`src/rtl/pwm_multi_pkg.sv`:
```
// pwm_multi_pkg: shared mode/direction types and reset values for the multi-channel PWM.
package pwm_multi_pkg;
    typedef enum logic {PWM_EDGE = 1'b0, PWM_CENTER = 1'b1} pwm_mode_e;
    typedef enum logic {DIR_UP = 1'b0, DIR_DOWN = 1'b1} pwm_dir_e;
    localparam pwm_mode_e RST_MODE    = PWM_EDGE;
    localparam pwm_dir_e  RST_DIR     = DIR_UP;
    localparam logic      RST_PWM     = 1'b0;
    localparam logic      RST_PENDING = 1'b0;
endpackage

```
`src/rtl/pwm_multi_ch_out.sv`:
```
// pwm_multi_ch_out: one channel's shadow/active thresholds and registered compare/hold output.
module pwm_multi_ch_out
    import pwm_multi_pkg::*;
#(
    parameter int WIDTH = 8
) (
    input  logic             clk,
    input  logic             res_ni,
    input  logic             en_i,
    input  logic             wr_en_i,
    input  logic [WIDTH-1:0] wr_set_i,
    input  logic [WIDTH-1:0] wr_clr_i,
    input  logic             commit_i,
    input  logic [WIDTH-1:0] cnt_i,
    input  logic             set_ok_i,
    input  logic             clr_ok_i,
    output logic             pwm_o
);
    logic [WIDTH-1:0] set_sh, clr_sh, set_act, clr_act;

    always_ff @(posedge clk or negedge res_ni) begin
        if (!res_ni) begin
            set_sh  <= '0;
            clr_sh  <= '0;
            set_act <= '0;
            clr_act <= '0;
            pwm_o   <= RST_PWM;
        end else begin
            if (wr_en_i) begin
                set_sh <= wr_set_i;
                clr_sh <= wr_clr_i;
            end
            if (commit_i) begin
                set_act <= set_sh;
                clr_act <= clr_sh;
            end
            // clear has priority so set==clr settles at 0
            if (!en_i)
                pwm_o <= RST_PWM;
            else if (clr_ok_i && cnt_i == clr_act)
                pwm_o <= 1'b0;
            else if (set_ok_i && cnt_i == set_act)
                pwm_o <= 1'b1;
        end
    end
endmodule

```
`src/rtl/pwm_multi_ch.sv`:
```
// pwm_multi_ch: N-channel edge/center-aligned PWM with shared counter and
// shadowed configuration committed atomically at a period boundary.
module pwm_multi_ch
    import pwm_multi_pkg::*;
#(
    parameter  int NCH   = 4,
    parameter  int WIDTH = 8,
    localparam int CHW   = $clog2(NCH + 1)
) (
    input  logic             clk,
    input  logic             res_ni,
    input  logic             en_i,
    input  logic             wr_en_i,
    input  logic [CHW-1:0]   wr_ch_i,
    input  logic [WIDTH-1:0] wr_set_i,
    input  logic [WIDTH-1:0] wr_clr_i,
    input  logic             wr_mode_i,
    input  logic             update_req_i,
    output logic             update_pending_o,
    output logic             period_end_o,
    output logic [NCH-1:0]   pwm_o
);
    logic [WIDTH-1:0] cnt, per, per_sh;
    pwm_mode_e        mode, mode_sh;
    pwm_dir_e         dir;
    logic             wrap, commit, up_eff, set_ok, clr_ok;

    always_comb begin
        up_eff = dir == DIR_UP || cnt == per;
        wrap   = per == '0 || (mode == PWM_EDGE ? cnt == per :
                 (dir == DIR_DOWN && cnt == WIDTH'(1)) || (dir == DIR_UP && per == WIDTH'(1) && cnt == per));
        commit = update_pending_o && (wrap || !en_i);
        set_ok = mode == PWM_EDGE || up_eff;
        clr_ok = mode == PWM_EDGE || !up_eff;
    end

    always_ff @(posedge clk or negedge res_ni) begin
        if (!res_ni) begin
            cnt              <= '0;
            dir              <= RST_DIR;
            per              <= '0;
            per_sh           <= '0;
            mode             <= RST_MODE;
            mode_sh          <= RST_MODE;
            update_pending_o <= RST_PENDING;
            period_end_o     <= 1'b0;
        end else begin
            if (wr_en_i && wr_ch_i == CHW'(NCH)) begin
                per_sh  <= wr_set_i;
                mode_sh <= pwm_mode_e'(wr_mode_i);
            end
            if (commit) begin
                per  <= per_sh;
                mode <= mode_sh;
            end
            update_pending_o <= update_req_i || (update_pending_o && !commit);
            period_end_o     <= en_i && wrap;
            // every wrap (and so every commit) restarts the period at 0/up
            if (!en_i || wrap) begin
                cnt <= '0;
                dir <= DIR_UP;
            end else if (mode == PWM_EDGE) begin
                cnt <= cnt + 1'b1;
            end else if (dir == DIR_UP && cnt == per) begin
                cnt <= cnt - 1'b1;
                dir <= DIR_DOWN;
            end else begin
                cnt <= dir == DIR_UP ? cnt + 1'b1 : cnt - 1'b1;
            end
        end
    end

    for (genvar i = 0; i < NCH; i++) begin : g_ch
        pwm_multi_ch_out #(.WIDTH(WIDTH)) u_ch (
            .clk      (clk),
            .res_ni   (res_ni),
            .en_i     (en_i),
            .wr_en_i  (wr_en_i && wr_ch_i == CHW'(i)),
            .wr_set_i (wr_set_i),
            .wr_clr_i (wr_clr_i),
            .commit_i (commit),
            .cnt_i    (cnt),
            .set_ok_i (set_ok),
            .clr_ok_i (clr_ok),
            .pwm_o    (pwm_o[i])
        );
    end
endmodule

```
`config.mk`:
```
export PLATFORM = sky130hd
export DESIGN_NAME = pwm_multi_ch
export DESIGN_NICKNAME = d
export VERILOG_FILES = /design/src/rtl/pwm_multi_pkg.sv /design/src/rtl/pwm_multi_ch_out.sv /design/src/rtl/pwm_multi_ch.sv
export SDC_FILE = /design/constraint.sdc
export NUM_CORES = 1
export LEC_CHECK = 0
export BUFFER_PORTS_ARGS = -buffer_cell sky130_fd_sc_hd__buf_4
export CAP_MARGIN = 10
export CORE_MARGIN = 3
export CORE_UTILIZATION = 55
export DETAILED_ROUTE_END_ITERATION = 8
export GPL_TIMING_DRIVEN = 1
export PLACE_DENSITY = 0.75
export SETUP_SLACK_MARGIN = 0.2
export SKIP_LAST_GASP = 1
export SYNTH_ARGS = -nofsm -noshare
export SYNTH_HDL_FRONTEND = slang
export SYNTH_HIERARCHICAL = 1
export SYNTH_SLANG_ARGS = --single-unit
export TNS_END_PERCENT = 5
```
`constraint.sdc`:
```
create_clock -name clk -period 2.4 [get_ports clk]
set_input_delay 0.36 -clock clk [delete_from_list [all_inputs] [get_ports clk]]
set_output_delay 0.36 -clock clk [all_outputs]
set_load 0.01 [all_outputs]
```
Word-level counts from Yosys, hierarchy flattened
Cells that the tools add are included.
{"block": "totals", "register_bits": 161, "latchBits": 0, "mem_bits_rw": 0, "rom_bits": 0, "output_inout_bits": 6, "n_memories": 0}
{"block": "classes", "addsub": 2, "multipliers": 0, "div_mod_pow": 0, "magnitude_cmp": 0, "n_eq_ne": 19, "shift": 0, "mux": 20, "n_bitwise": 2, "reduce_logical": 35}
{"operator": "$eq 8x8->1", "n": 9}
{"operator": "$mux 8", "n": 4}
{"operator": "$logic_and 1x1->1", "n": 20}
{"operator": "$eq 8x1->1 const B", "n": 2}
{"operator": "$mux 1", "n": 16}
{"operator": "$ne 3x1->1 const B", "n": 4}
{"operator": "$add 8x1->8 const B", "n": 1}
{"operator": "$logic_not 8->1", "n": 1}
{"operator": "$sub 8x1->8 const B", "n": 1}
{"operator": "$logic_or 1x1->1", "n": 7}
{"operator": "$eq 3x2->1 const B", "n": 2}
{"operator": "$reduce_bool 2->1", "n": 2}
{"operator": "$eq 3x1->1 const B", "n": 1}
{"operator": "$eq 3x3->1 const B", "n": 1}
{"operator": "$logic_not 1->1", "n": 3}
{"operator": "$logic_not 3->1", "n": 1}
{"operator": "$not 1->1", "n": 2}
{"operator": "$reduce_and 2->1", "n": 1}

Depth between registers and ports, before layout
{"block": "depth", "depth_word": 11, "depth_mapped": 11}

Modules after synthesis
The synthesis kept the hierarchy.
{"module": "pwm_multi_ch_out", "instances": 4, "cells_each": 92, "area_per_inst_um2": 1397.6, "seq_area_each_um2": 825.8}
{"module": "pwm_multi_ch", "instances": 1, "cells_each": 143, "area_per_inst_um2": 1584.0, "seq_area_each_um2": 725.7}

Worst setup path after synthesis
No wires, ideal clock.
{"block": "synth_path", "path_type": "register to register", "start": "register cnt[2]", "end": "register g_ch[0].u_ch.clr_act[4]", "setup_time_ps": 125, "arrival_ps": 2511, "required_time_ps": 2275, "slack_ps": -236, "path_stages_with_launch": 12, "n_path_buf": 4, "synth_period_minus_slack_ps": 2636, "path_cell_list": "dfrtp_1 buf_2 xnor2_1 nand4_1 a211oi_2 or2_1 buf_6 nand2_8 inv_1 buf_2 buf_2 mux2_2"}
{"block": "synth_via", "elab_chain_len": 7}
{"element": "start: declaration", "line": "pwm_multi_ch.sv:23", "text": "logic [WIDTH-1:0] cnt, per, per_sh;"}
{"element": "start signal: assignment", "line": "pwm_multi_ch.sv:63", "text": "cnt <= cnt + 1'b1;"}
{"element": "start signal: assignment", "line": "pwm_multi_ch.sv:65", "text": "cnt <= cnt - 1'b1;"}
{"element": "start signal: assignment", "line": "pwm_multi_ch.sv:68", "text": "cnt <= dir == DIR_UP ? cnt + 1'b1 : cnt - 1'b1;"}
{"element": "$eq 8x1->1 / $eq 8x8->1 (equally long branches)", "line": "pwm_multi_ch.sv:31, pwm_multi_ch.sv:30"}
{"element": "$logic_and 1x1->1", "line": "pwm_multi_ch.sv:31", "text": "(dir == DIR_DOWN && cnt == WIDTH'(1)) || (dir == DIR_UP && per == WIDTH'(1) && cnt == per));"}
{"element": "$logic_or 1x1->1", "line": "pwm_multi_ch.sv:31"}
{"element": "$mux 1 *", "line": "pwm_multi_ch.sv:30", "text": "wrap = per == '0 || (mode == PWM_EDGE ? cnt == per :"}
{"element": "$logic_or 1x1->1 *", "line": "pwm_multi_ch.sv:30"}
{"element": "$logic_or 1x1->1 *", "line": "pwm_multi_ch.sv:32", "text": "commit = update_pending_o && (wrap || !en_i);"}
{"element": "$logic_and 1x1->1 *", "line": "pwm_multi_ch.sv:32"}
{"element": "named net commit", "line": "pwm_multi_ch.sv:26", "text": "logic wrap, commit, up_eff, set_ok, clr_ok;"}
{"element": "end signal: assignment", "line": "pwm_multi_ch_out.sv:35", "text": "clr_act <= clr_sh;"}
{"element": "end: declaration", "line": "pwm_multi_ch_out.sv:19", "text": "logic [WIDTH-1:0] set_sh, clr_sh, set_act, clr_act;"}
The timed path passes the listed nets; every way through them passes the cells marked *.
A chain may end at the register's enable or synchronous reset.

Worst setup path in the final report
{"block": "layout_path", "start": "register cnt[5]", "end": "register g_ch[1].u_ch.set_act[5]"}
{"block": "layout_via", "elab_chain_len": 7}
{"element": "$eq 8x1->1 / $eq 8x8->1 (equally long branches)", "line": "pwm_multi_ch.sv:31, pwm_multi_ch.sv:30"}
{"element": "$logic_and 1x1->1", "line": "pwm_multi_ch.sv:31"}
{"element": "$logic_or 1x1->1", "line": "pwm_multi_ch.sv:31"}
{"element": "$mux 1 *", "line": "pwm_multi_ch.sv:30"}
{"element": "$logic_or 1x1->1 *", "line": "pwm_multi_ch.sv:30"}
{"element": "$logic_or 1x1->1 *", "line": "pwm_multi_ch.sv:32"}
{"element": "$logic_and 1x1->1 *", "line": "pwm_multi_ch.sv:32"}
{"element": "named net commit", "line": "pwm_multi_ch.sv:26"}
{"element": "end signal: assignment", "line": "pwm_multi_ch_out.sv:34", "text": "set_act <= set_sh;"}
{"element": "end: declaration", "line": "pwm_multi_ch_out.sv:19"}
Marks and branches as above.

==> impl_metrics.tcl <==
set metrics [dict create \
    status "finished clean" \
    setup.worst_path.class "register to register" \
    synth.avg_cell_area_um2 14.0 \
    maxCapViolations 0 \
    critPathCaptureType "register" \
    cts_tree "built" \
    antenna_found_initial 0 \
    dieArea_um2 14500 \
    drt-initial-drc-count 354 \
    switchingPower_mw 2.51 \
    hpwl_um 10500 \
    port_buffers 30 \
    core-area_um2 12700 \
    start_kind "register" \
    pin_count 31 \
    ys_ff_latch 161 \
    place_congestion 0.836 \
    cts.clk_slew.worst_paths_ns 0.06 \
    synth_top_area_share_pct 56.2 \
    htree_levels 4 \
    finalWirelength_um 15800 \
    yosysTopAreaCell "dfrtp_1" \
    arrival_ns 2.56 \
    yosysSeqAreaShare_pct 56.2 \
    slew_viol_final 0 \
    placed_cells 724 \
    slew_headroom_pct 58.5 \
    finalSetupViolCount 0 \
    synth_cell_types 38 \
    vias_per_cell 5.80 \
    start_util_pct 56.6 \
    fmax_ghz 0.441 \
    die_w_um 120 \
    synthCells 511 \
    area_growth_pct 21.2 \
    clkPwrFrac_pct 29.9 \
    drive_gt1_share_pct 45.1 \
    num_antenna_cells 0 \
    fin_util_pct 68.6 \
    grt_use_total_pct 23.6 \
    grt_pass1_wl_um 25900 \
    rsz0062_at_grt "yes" \
    dr.pass1.iters 7 \
    crit_fanout 21 \
    cts_buffer_depth 2 \
    period_share_pct 94.4 \
    grt_max_degree 66 \
    clk_latency_ns 0.42 \
    combPwrFrac_pct 24.2 \
    p_leak_nw 4.02 \
    intPower_mw 6.51 \
    syn_nets 539 \
    vdd_drop_max_mv 0.613 \
    numCtsBuffers 17 \
    tightest_slew_ns 0.623 \
    nets 605 \
    antenna_left 0 \
    p_sw_share_pct 27.9 \
    yosys_warnings 6 \
    drcViolationCount 0 \
    seqPwrFrac_pct 45.9 \
    synth_area_um2 7170 \
    hold_class "input port to register" \
    rows 41 \
    mostFrequentLayoutCells "dfrtp_1 (153), mux2_2 (97), buf_4 (59), xor2_1 (57), mux2_4 (49)" \
    grt_pass1_vias 4635 \
    synth_area_leaders "dfrtp_1 (56%), mux2_2 (22%), xor2_1 (7.0%)" \
    num_vias 4405 \
    fin_crit_ns 2.27 \
    stdcell_count 760 \
    clockRootBuffer "clkbuf_16" \
    cellPowerDensity_nw_per_um2 1040 \
    die_y_um 120 \
    hold_viol_final 0 \
    grt_remaining_overflow 0 \
    cts.sinks 161 \
    power_mw 9.02 \
    layout_commonest_cell "dfrtp_1" \
    required_ns 2.69 \
    drt-wirelength-per-cell_um 20.7 \
    fin_skew_ns 0.0120 \
]
state kept, by name, indices dropped and copies added, names as in the netlist:
register / cells
g_ch.u_ch/clr_act: 32
g_ch.u_ch/clr_sh: 32
g_ch.u_ch/set_act: 32
g_ch.u_ch/set_sh: 32
cnt: 8
per: 8
per_sh: 8
g_ch.u_ch/pwm_o: 4
dir: 1
mode: 1
mode_sh: 1
period_end_o: 1
update_pending_o: 1
worst max-delay path: stages, from the launching register on:
cell and delay [ns]:
dfrtp_2 0.42, buf_4 0.18, xnor2_1 0.18, nand4_1 0.18, a211oi_2 0.24, or2_4 0.21, nand2_8 0.07, inv_8 0.12
buf_12 0.22, mux2_4 0.33
logic make-up after synthesis:
logic type / count (synthesis) / share of synthesized area, %
XOR/XNOR: 73 / 8.91
flip-flops: 161 / 56.2
AO/OA/AOI/OAI: 25 / 2.42
AND/OR/NAND/NOR: 78 / 6.87
multiplexers: 146 / 23.4
buffers and inverters: 25 / 1.73
adder cells (fa/ha/maj): 3 / 0.523
timing repair:
item / CTS / global route
gates resized for setup: 7 / 2
pin swaps: 4 / 0
buffers inserted: 4 / 0
cloned: 1 / 0
setup endpoints to repair: 73 / 68
hold buffers: 1 / 0
endpoints found under the hold margin: 61 / 0
worst paths after layout:
| kind | from | endpoint | slack [ns] | cells past startpoint |
|---|---|---|---|---|
| worst max-delay path | cnt[5] | g_ch[1].u_ch/set_act[5] | 0.13 | 9 |
| worst min-delay path | update_req_i | update_pending_o | 0.13 | 2 |
| worst max register to register | cnt[5] | g_ch[1].u_ch/set_act[5] | 0.13 | 9 |
| worst min register to register | g_ch[2].u_ch/set_sh[7] | g_ch[2].u_ch/set_act[7] | 0.50 | 1 |
| max in group asynchronous | res_ni | g_ch[1].u_ch/pwm_o | 1.15 | 3 |
| min in group asynchronous | res_ni | g_ch[0].u_ch/clr_act[5] | 0.52 | 2 |
synth_stat cells (all sizes together):
cell,instances
o211ai,1
a211oi,1
and2,1
nor2,8
nor4bb,2
a41o,4
nand4,9
xnor2,16
ha,3
a21oi,4
dfrtp,161
or2,1
nand2,7
nor3b,5
and3,7
o21bai,1
nor3,17
nand3,6
a21boi,1
o21ba,1
or3,1
o21ai,9
nor4,10
xor2,57
buf,19
a211o,1
nand4b,2
a21o,1
o21a,1
inv,6
and4b,1
mux2,146
nor4b,1
layout make-up:
type                    instances  area (µm²)
multi-input cells             325        3250
clock inverters                 9         134
clock buffers                  21         460
well taps                     172         215
fillers                       855        3970
inverters                       6        30.0
flip-flops and latches        161        4040
repair buffers                 66         572
power groups by stage:
| stage | Clock, mW | Combinational [mW] | Sequential [mW] |
|---|---|---|---|
| 6_report | 2.70 | 2.18 | 4.14 |
| 3_5_place_dp | 0 | 2.10 | 4.15 |
| 5_1_grt | 2.87 | 2.36 | 4.24 |
| 3_3_place_gp | 0 | 2.03 | 4.11 |
| 2_1_floorplan | 0 | 1.66 | 3.98 |
| 4_1_cts | 2.75 | 2.18 | 4.14 |
through the flow:
step           TNS, ns  area [µm²]  hold WS (ns)  setup WS (ns)
2_1_floorplan        0        7420        0.0644         0.0508
3_3_place_gp         0        8000         0.389         0.0656
3_5_place_dp    -0.855        8000         0.399        -0.0530
4_1_cts              0        8690         0.120          0.170
5_1_grt              0        8700         0.132         0.0617
6_report             0        8700         0.131          0.134
layer usage:
layer | track usage, % | vias to the layer above | share of wire (%)
li1 | - | 1947 | -
met4 | 10.4 | 0 | 2.2
met2 | 35.8 | 131 | 48
met3 | 4.96 | 29 | 4.9
met5 | 0 | - | 0
met1 | 33.3 | 2298 | 45
(Power assumes the default switching activity.)
